$ cat src/rtl/med_pkg.sv
// Shared constants, FSM state type and the compute-phase BYP schedule for the
// 3x3 median unit.
package med_pkg;

  localparam int DATA_W_DEF     = 8;
  localparam int N_SAMPLES      = 9;
  localparam int N_PASSES       = 4;
  localparam int COMPUTE_CYCLES = 40;
  localparam int SCNT_W         = 4;
  localparam int CCNT_W         = 6;

  typedef enum logic [1:0] {
    IDLE    = 2'd0,
    LOAD    = 2'd1,
    COMPUTE = 2'd2,
    CAPT    = 2'd3
  } state_e;

  // Pass p spans 9 cycles: (8-p) compares, then (p+1) bypasses; the last 4 cycles compare.
  function automatic logic byp_of(input logic [CCNT_W-1:0] ccnt);
    int   c;
    int   base;
    logic b;
    c    = int'(ccnt);
    base = 0;
    b    = 1'b0;
    for (int p = 0; p < N_PASSES; p++) begin
      if ((c >= base + N_SAMPLES - 1 - p) && (c < base + N_SAMPLES)) b = 1'b1;
      base = base + N_SAMPLES;
    end
    return b;
  endfunction

endpackage

$ cat src/rtl/median_seq_med.sv
// MED compare/shift datapath: a hold register plus an 8-deep chain forming a
// 9-element loop. BYP=1 loads DI into the chain; BYP=0 bubbles the max into hold.
module median_seq_med
  import med_pkg::*;
#(
  parameter int DATA_W = DATA_W_DEF
) (
  input  logic              clk_i,
  input  logic [DATA_W-1:0] di_i,
  input  logic              byp_i,
  output logic [DATA_W-1:0] do_o
);

  logic [DATA_W-1:0] hold_q;
  logic [DATA_W-1:0] chain_q [N_SAMPLES-1];
  logic [DATA_W-1:0] tail;
  logic [DATA_W-1:0] hi_val;
  logic [DATA_W-1:0] lo_val;

  assign tail   = chain_q[N_SAMPLES-2];
  assign hi_val = (tail > hold_q) ? tail : hold_q;
  assign lo_val = (tail > hold_q) ? hold_q : tail;
  assign do_o   = hold_q;

  // On bypass the held value is dropped; during compute that discards each pass's maximum.
  always_ff @(posedge clk_i) begin
    if (byp_i) begin
      hold_q     <= tail;
      chain_q[0] <= di_i;
    end else begin
      hold_q     <= hi_val;
      chain_q[0] <= lo_val;
    end
    for (int i = 1; i < N_SAMPLES - 1; i++) begin
      chain_q[i] <= chain_q[i-1];
    end
  end

endmodule

$ cat src/rtl/median_seq.sv
// Sequencer wrapping the MED datapath into a self-contained 3x3 median unit.
// state   | meaning
// IDLE    | waiting for a DSI rising edge; MED keeps loading
// LOAD    | collecting samples 2..9 while DSI stays high
// COMPUTE | 40 cycles of scheduled compare/bypass
// CAPT    | register the median and pulse DSO
module median_seq
  import med_pkg::*;
#(
  parameter int DATA_W = DATA_W_DEF
) (
  input  logic              clk_i,
  input  logic              rst_i,
  input  logic [DATA_W-1:0] di_i,
  input  logic              dsi_i,
  output logic [DATA_W-1:0] do_o,
  output logic              dso_o,
  output logic              busy_o
);

  state_e            state_q, state_d;
  logic [SCNT_W-1:0] scnt_q, scnt_d;
  logic [CCNT_W-1:0] ccnt_q, ccnt_d;
  logic [DATA_W-1:0] do_q, do_d;
  logic              dso_q, dso_d;
  logic              dsi_q;
  logic              byp;
  logic [DATA_W-1:0] med_do;

  median_seq_med #(.DATA_W(DATA_W)) u_med (
    .clk_i (clk_i),
    .di_i  (di_i),
    .byp_i (byp),
    .do_o  (med_do)
  );

  always_ff @(posedge clk_i) begin
    if (rst_i) begin
      state_q <= IDLE;
      scnt_q  <= '0;
      ccnt_q  <= '0;
      do_q    <= '0;
      dso_q   <= 1'b0;
      dsi_q   <= 1'b0;
    end else begin
      state_q <= state_d;
      scnt_q  <= scnt_d;
      ccnt_q  <= ccnt_d;
      do_q    <= do_d;
      dso_q   <= dso_d;
      dsi_q   <= dsi_i;
    end
  end

  always_comb begin
    state_d = state_q;
    scnt_d  = scnt_q;
    ccnt_d  = ccnt_q;
    do_d    = do_q;
    dso_d   = 1'b0;
    byp     = 1'b1;
    busy_o  = 1'b1;
    case (state_q)
      IDLE: begin
        busy_o = 1'b0;
        if (dsi_i && !dsi_q) begin
          state_d = LOAD;
          scnt_d  = SCNT_W'(1);
        end
      end
      LOAD: begin
        if (dsi_i) begin
          scnt_d = scnt_q + SCNT_W'(1);
          if (scnt_q == SCNT_W'(N_SAMPLES - 1)) begin
            state_d = COMPUTE;
            ccnt_d  = '0;
          end
        end else begin
          state_d = IDLE;
          scnt_d  = '0;
        end
      end
      COMPUTE: begin
        byp    = byp_of(ccnt_q);
        ccnt_d = ccnt_q + CCNT_W'(1);
        if (ccnt_q == CCNT_W'(COMPUTE_CYCLES - 1)) state_d = CAPT;
      end
      CAPT: begin
        do_d    = med_do;
        dso_d   = 1'b1;
        state_d = IDLE;
        scnt_d  = '0;
        ccnt_d  = '0;
      end
      default: state_d = IDLE;
    endcase
  end

  assign do_o  = do_q;
  assign dso_o = dso_q;

endmodule

$ cat config.mk
export PLATFORM = sky130hd
export DESIGN_NAME = median_seq
export DESIGN_NICKNAME = d
export VERILOG_FILES = /design/src/rtl/med_pkg.sv /design/src/rtl/median_seq_med.sv /design/src/rtl/median_seq.sv
export SDC_FILE = /design/constraint.sdc
export NUM_CORES = 1
export LEC_CHECK = 0
export CAP_MARGIN = 20
export CORE_ASPECT_RATIO = 0.6
export CORE_MARGIN = 2
export CORE_UTILIZATION = 55
export CTS_BUF_LIST = sky130_fd_sc_hd__clkbuf_16
export DETAILED_ROUTE_END_ITERATION = 8
export GPL_TIMING_DRIVEN = 1
export PLACE_DENSITY = 0.75
export SYNTH_ARGS = -nofsm -noshare
export SYNTH_HDL_FRONTEND = slang
export SYNTH_HIERARCHICAL = 1
export SYNTH_SLANG_ARGS = --single-unit
export TNS_END_PERCENT = 5
$ cat constraint.sdc
create_clock -name clk_i -period 2.7 [get_ports clk_i]
set_input_delay 0.54 -clock clk_i [delete_from_list [all_inputs] [get_ports clk_i]]
set_output_delay 0.54 -clock clk_i [all_outputs]
set_load 0.01 [all_outputs]
**Yosys cells after proc, flatten, opt, wreduce, memory -nomap -nowiden**

Memories as Yosys holds them, arrays and structs flattened.
Cells that the tools add are included.

- RAM bits: 64
- Output and inout port bits: 10
- Bits of input ports: 11
- Word-level logic and storage cells: 68
- Flip-flop bits (word level): 30
- Memories kept: 1

- Magnitude comparators: 9
- Muxes and demuxes: 25
- Bitwise gates (word level): 1
- Equality and inequality tests: 10
- Reductions and logical operators: 13
- $add $sub $neg: 2

Memory list:

| memory | words | width | rd ports | clocked after Yosys merged registers in | write ports | line | text |
|---|---|---|---|---|---|---|---|
| u_med.chain_q | 8 | 8 | 8 | 0 | 8 | median_seq_med.sv:15 | `logic [DATA_W-1:0] chain_q [N_SAMPLES-1];` |

Operators with widths:

| operator | number |
|---|---|
| 2-to-1 mux 8 bit | 4 |
| case mux 6 bit (3 select lines) | 1 |
| greater-or-equal comparator 6 x 5 -> 1 bit (second input constant) | 2 |
| < comparator 6 x 5 -> 1 bit (second input constant) | 2 |
| 2-to-1 mux 6 bit | 2 |
| case mux 4 bit (3 select lines) | 1 |
| 2-to-1 mux 1 bit | 10 |
| greater-than comparator 8 bit | 1 |
| 2-to-1 mux 2 bit | 4 |
| 2-to-1 mux 4 bit | 2 |
| != test 2 bit (second input constant) | 4 |
| case mux 2 bit (4 select lines) | 1 |
| adder 6 x 1 -> 6 bit (second input constant) | 1 |
| == test 6 bit (second input constant) | 1 |
| greater-or-equal comparator 6 x 4 -> 1 bit (second input constant) | 1 |
| greater-or-equal comparator 6 bit (second input constant) | 1 |
| < comparator 6 x 4 -> 1 bit (second input constant) | 1 |
| < comparator 6 bit (second input constant) | 1 |
| AND reduction 3 bit | 2 |
| nonzero test 3 bit | 2 |
| logical AND 1 bit | 5 |
| adder 4 x 1 -> 4 bit (second input constant) | 1 |
| == test 2 bit (second input constant) | 2 |
| == test 4 bit (second input constant) | 1 |
| 7 further kinds | 7 |

**Longest topological paths before layout**

- Word-level depth: 10
- Gate-level depth with buffers: 10
- Mapped depth without buffers: 9

**Cells and area by module**

The synthesis kept the hierarchy.

By module, submodules not included:

| module | area each (sq um) | cells an instance | instances | sequential area each (sq um) |
|---|---|---|---|---|
| median_seq_med | 1946.9 | 138 | 1 | 1521.5 |
| median_seq | 1043.5 | 130 | 1 | 440.4 |

**Least setup slack after synthesis**

No wires, ideal clock.

- Path type: register to register
- Start point: register ccnt_q[0]
- End point: register u_med.hold_q[0], in the netlist u_med/do_o[0] (enable)
- Library setup time: 330 ps
- Clock period less this slack: 2065 ps
- Required time: 2370 ps
- Cell stages (with the launch flop): 10
- Path buffers: 1
- Path slack: 635 ps
- Data arrival time: 1735 ps
- Cell sequence: dfxtp_1 > inv_1 > ha_1 > nor2b_1 > o21ai_1 > a21oi_1 > nand2b_1 > clkinv_1 > clkbuf_1 > nand3_1

- Longest elaborated chain between the ends: 8
- Elaborated cells on any way between the ends: 18
- Classes of those cells: order compare: 8; mux: 5; reduce/logical: 5

RTL lines:

| what | line | text |
|---|---|---|
| start: declaration | median_seq.sv:23 | `logic [CCNT_W-1:0] ccnt_q, ccnt_d;` |
| start signal: assignment | median_seq.sv:48 | `ccnt_q <= ccnt_d;` |
| greater-or-equal comparator 6 x 4 -> 1 bit / < comparator 6 x 4 -> 1 bit (equally long branches) | med_pkg.sv:28 | `if ((c >= base + N_SAMPLES - 1 - p) && (c < base + N_SAMPLES)) b = 1'b1;` |
| logical AND 1 bit | med_pkg.sv:28 |  |
| 2-to-1 mux 1 bit (3 in a row) | med_pkg.sv:28 |  |
| 2-to-1 mux 1 bit (*) | med_pkg.sv:28 |  |
| 2-to-1 mux 1 bit (*) | median_seq.sv:63 | `case (state_q)` |
| net byp | median_seq.sv:27 | `logic byp;` |
| nonzero test 2 bit (no line) (*) | n/a |  |
| end signal: assignment | median_seq_med.sv:28 | `hold_q <= tail;` |
| end signal: assignment | median_seq_med.sv:31 | `hold_q <= hi_val;` |
| end: declaration | median_seq_med.sv:14 | `logic [DATA_W-1:0] hold_q;` |

Mark *: on every way through the listed nets, which the timed path passes. The rest lies on a longest branch.
A chain may end at the register's enable or synchronous reset.

==> results.json <==
{
  "gp_congestion": 0.8450,
  "min_period_over_period_pct": 83.96,
  "fmax_ghz": 0.4411,
  "dp_cells": 345,
  "crit_path_end_kind": "primary output",
  "clk_pin_slew_ns": 0.06,
  "die_y_um": 61.12,
  "hold_class": "register to register",
  "synth_compound_area_share_pct": 10.59,
  "tightest_slew_ns": 0.7929,
  "num-nets-final": 314,
  "reg2reg_depth": 6,
  "outcome": "finished clean",
  "track_usage_pct": 18.87,
  "power_leakage_nw": 1.409,
  "ir_worst_vdd_v": 0.0004951,
  "async_reset_ff_share_pct": 0,
  "io_pins": 21,
  "portBuffers": 20,
  "dieArea_mm2": 0.006062,
  "yosys.area_share.simple_pct": 14.06,
  "wire_per_inst_um": 14.47,
  "wl_met3_um": 199,
  "setup_viol": 0,
  "start_util_pct": 58.01,
  "period_minus_slack_ns": 2.267,
  "syn_nets": 292,
  "rows": 20,
  "regArea_mm2": 0.001962,
  "dp_hpwl_mm": 3.417,
  "multiInputGateArea_um2": 928.4,
  "arrival_ns": 1.73,
  "cap_viol_max_count": 0,
  "wl_mm": 5.224,
  "hold_viol": 0,
  "fin_cells": 361,
  "num_antenna_cells": 0,
  "post_cts_buffers": 0,
  "first_global_vias": 1750,
  "clock_latency_ns": 0.34,
  "route.detailed.drc": 0,
  "rsz0062_at_grt": "no",
  "hold_end": "u_med/chain_q[1][10]",
  "synth_area_mm2": 0.002990,
  "slew_viol_final": 0,
  "fin_area_mm2": 0.003557,
  "start_kind": "register",
  "synth_edf_count": 8,
  "core_mm2": 0.005155,
  "ys_warn_count": 6,
  "grt_pass1_wl_mm": 8.411,
  "dieWidth_um": 99.20,
  "synth_top_family_by_area": "simple AND/OR/NAND/NOR gates",
  "drive_gt1_share_pct": 8.814,
  "cts_root_buf": "clkbuf_16",
  "min_from": "u_med/chain_q[1][2]",
  "seq_area_frac_synth_pct": 65.61,
  "postSynthCellCount": 268,
  "path_max_fanout": 15,
  "worstPathRequired_ns": 2.16,
  "synthMuxAreaShare_pct": 0.3766,
  "wl_met1_mm": 2.710,
  "drtIter0Drc": 110,
  "fill_cells": 386,
  "route.met2.wl_mm": 2.214,
  "synth-main-ff-cell": "dfxtp_1",
  "antenna_found_initial": 0,
  "timing.rr.start": "u_med/do_o[1]",
  "fin_setup_tns_ns": 0,
  "clock_path_buffers": 2,
  "synth_cell_types": 38,
  "r2r-end": "u_med/do_o[5]",
  "finalClockSkew_ns": 0.006454,
  "yosys.area_share.adder_pct": 5.439,
  "power_density_mw_per_mm2": 813.0,
  "vias": 1916,
  "ant_nets": 0,
  "total_power_w": 0.002892,
  "grt_max_degree": 24,
  "synth-seq-cells": 94,
  "cts-hold-fix-buffers": 0,
  "cts_tree": "done",
  "drt_pre_antenna_iters": 4,
  "ctsResizeCount": 0,
  "place_area_mm2": 0.003241,
  "synth-xor-area-share_pct": 0.5858,
  "hold_depth": 0,
  "critical_path_class": "register to primary output",
  "vias_per_cell": 5.307,
  "slew_headroom_pct": 46.97,
  "areaGrowthSynthToFinish_pct": 18.95,
  "avgSynthCellArea_um2": 11.16,
  "grt-ovfl-total": 0,
  "regToRegSetupSlack_ns": 0.54,
  "dr.max_layer_used": "met4",
  "clock-sinks": 94,
  "cts_inserted_buffers": 9,
  "h-tree-depth": 3
}
-- critical path, cell delays in order (launching register included) --
cell and delay, ns:
dfxtp_1 0.65, or2_2 0.22, clkdlybuf4s50_1 0.53
-- cells by family (layout without fill, tap and decap cells) --
family | count (synthesis) | count (layout)
flip-flops | 94 | 94
XOR/XNOR | 2 | 2
adder cells (fa/ha/maj) | 13 | 13
buffers and inverters | 25 | 52
multiplexers | 1 | 1
AND/OR/NAND/NOR | 79 | 79
AO/OA/AOI/OAI | 54 | 54
-- worst max path at each step --
stage / end / slack [ns] / cells after the start / startpoint
2_1_floorplan: u_med/do_o[0] / 0.64 / 9 / ccnt_q[0]
3_3_place_gp: u_med/do_o[0] / 0.64 / 6 / u_med/do_o[1]
3_5_place_dp: u_med/do_o[5] / 0.58 / 6 / u_med/do_o[1]
4_1_cts: busy_o / 0.44 / 2 / register
5_1_grt: busy_o / 0.37 / 2 / register
6_report: busy_o / 0.43 / 2 / register
-- layout by cell type (no fill, tap or decap), types with 2 or more instances in the layout --
| cell | instances |
|---|---|
| clkinv_2 | 2 |
| edfxtp_1 | 8 |
| nand2_1 | 12 |
| dfxtp_1 | 86 |
| o21ai_0 | 8 |
| inv_1 | 13 |
| o21ai_1 | 6 |
| nand3b_1 | 3 |
| nand2b_1 | 3 |
| a31oi_1 | 12 |
| clkbuf_16 | 10 |
| a21oi_1 | 21 |
| nor2b_1 | 7 |
| buf_4 | 2 |
| nand4_1 | 4 |
| clkdlybuf4s50_1 | 20 |
| ha_1 | 13 |
| nor2_1 | 17 |
| clkinv_4 | 2 |
| nand3_1 | 24 |
-- synthesized netlist by cell type (all sizes together) (3+ instances only) --
library cell / n / area, um2
nand2b: 3 / 18.77
inv: 13 / 48.80
clkbuf: 8 / 30.03
nand4: 5 / 46.29
a21oi: 21 / 105.1
edfxtp: 8 / 240.2
nand3b: 3 / 22.52
dfxtp: 86 / 1722
ha: 13 / 162.7
nand3: 24 / 120.1
nand2: 12 / 45.04
buf: 3 / 17.52
a31oi: 13 / 87.58
o21ai: 15 / 78.83
nor2: 18 / 75.07
nor2b: 8 / 52.55
-- flip-flops by register name, indices dropped and copies added, names as in the netlist, named ones only --
| name | count |
|---|---|
| u_med/chain_q | 64 |
| do_o | 8 |
| u_med/do_o | 8 |
| ccnt_q | 6 |
| scnt_q | 4 |
| dsi_q | 1 |
| dso_o | 1 |
| state_q | 1 |
-- stage by stage --
step                      hold slack, ns  setup slack [ns]  utilization, %
final                             0.3259            0.4331           69.00
after global routing              0.3295            0.3670           69.00
after CTS                         0.3266            0.4415           69.00
after detailed placement          0.3121            0.5765           62.86
after global placement            0.3099            0.6392           62.86
after floorplan                   0.3096            0.6351               -
-- power by group --
group | switching [W] | internal, W | leakage, nW | total (W)
registers | 0.0000230 | 0.00147 | 0.803 | 0.00149
clock network | 0.000508 | 0.000776 | 0.158 | 0.00128
logic | 0.0000670 | 0.0000505 | 0.449 | 0.000118
total | 0.000598 | 0.00229 | 1.41 | 0.00289
-- routing by layer --
layer / vias up / global-route usage, %
li1: 972 / -
met1: 906 / 26.33
met2: 28 / 27.12
met3: 10 / 6.810
met4: 0 / 7.632
met5: - / 0
-- cell type report --
cell class	count	area share, %
Clock buffer	10	7.035
Timing Repair Buffer	22	6.050
Tap cell	66	2.321
Multi-Input combinational cell	149	26.10
Clock inverter	6	1.864
Sequential cell	94	55.15
Inverter	14	1.477
(Power assumes the default switching activity.)
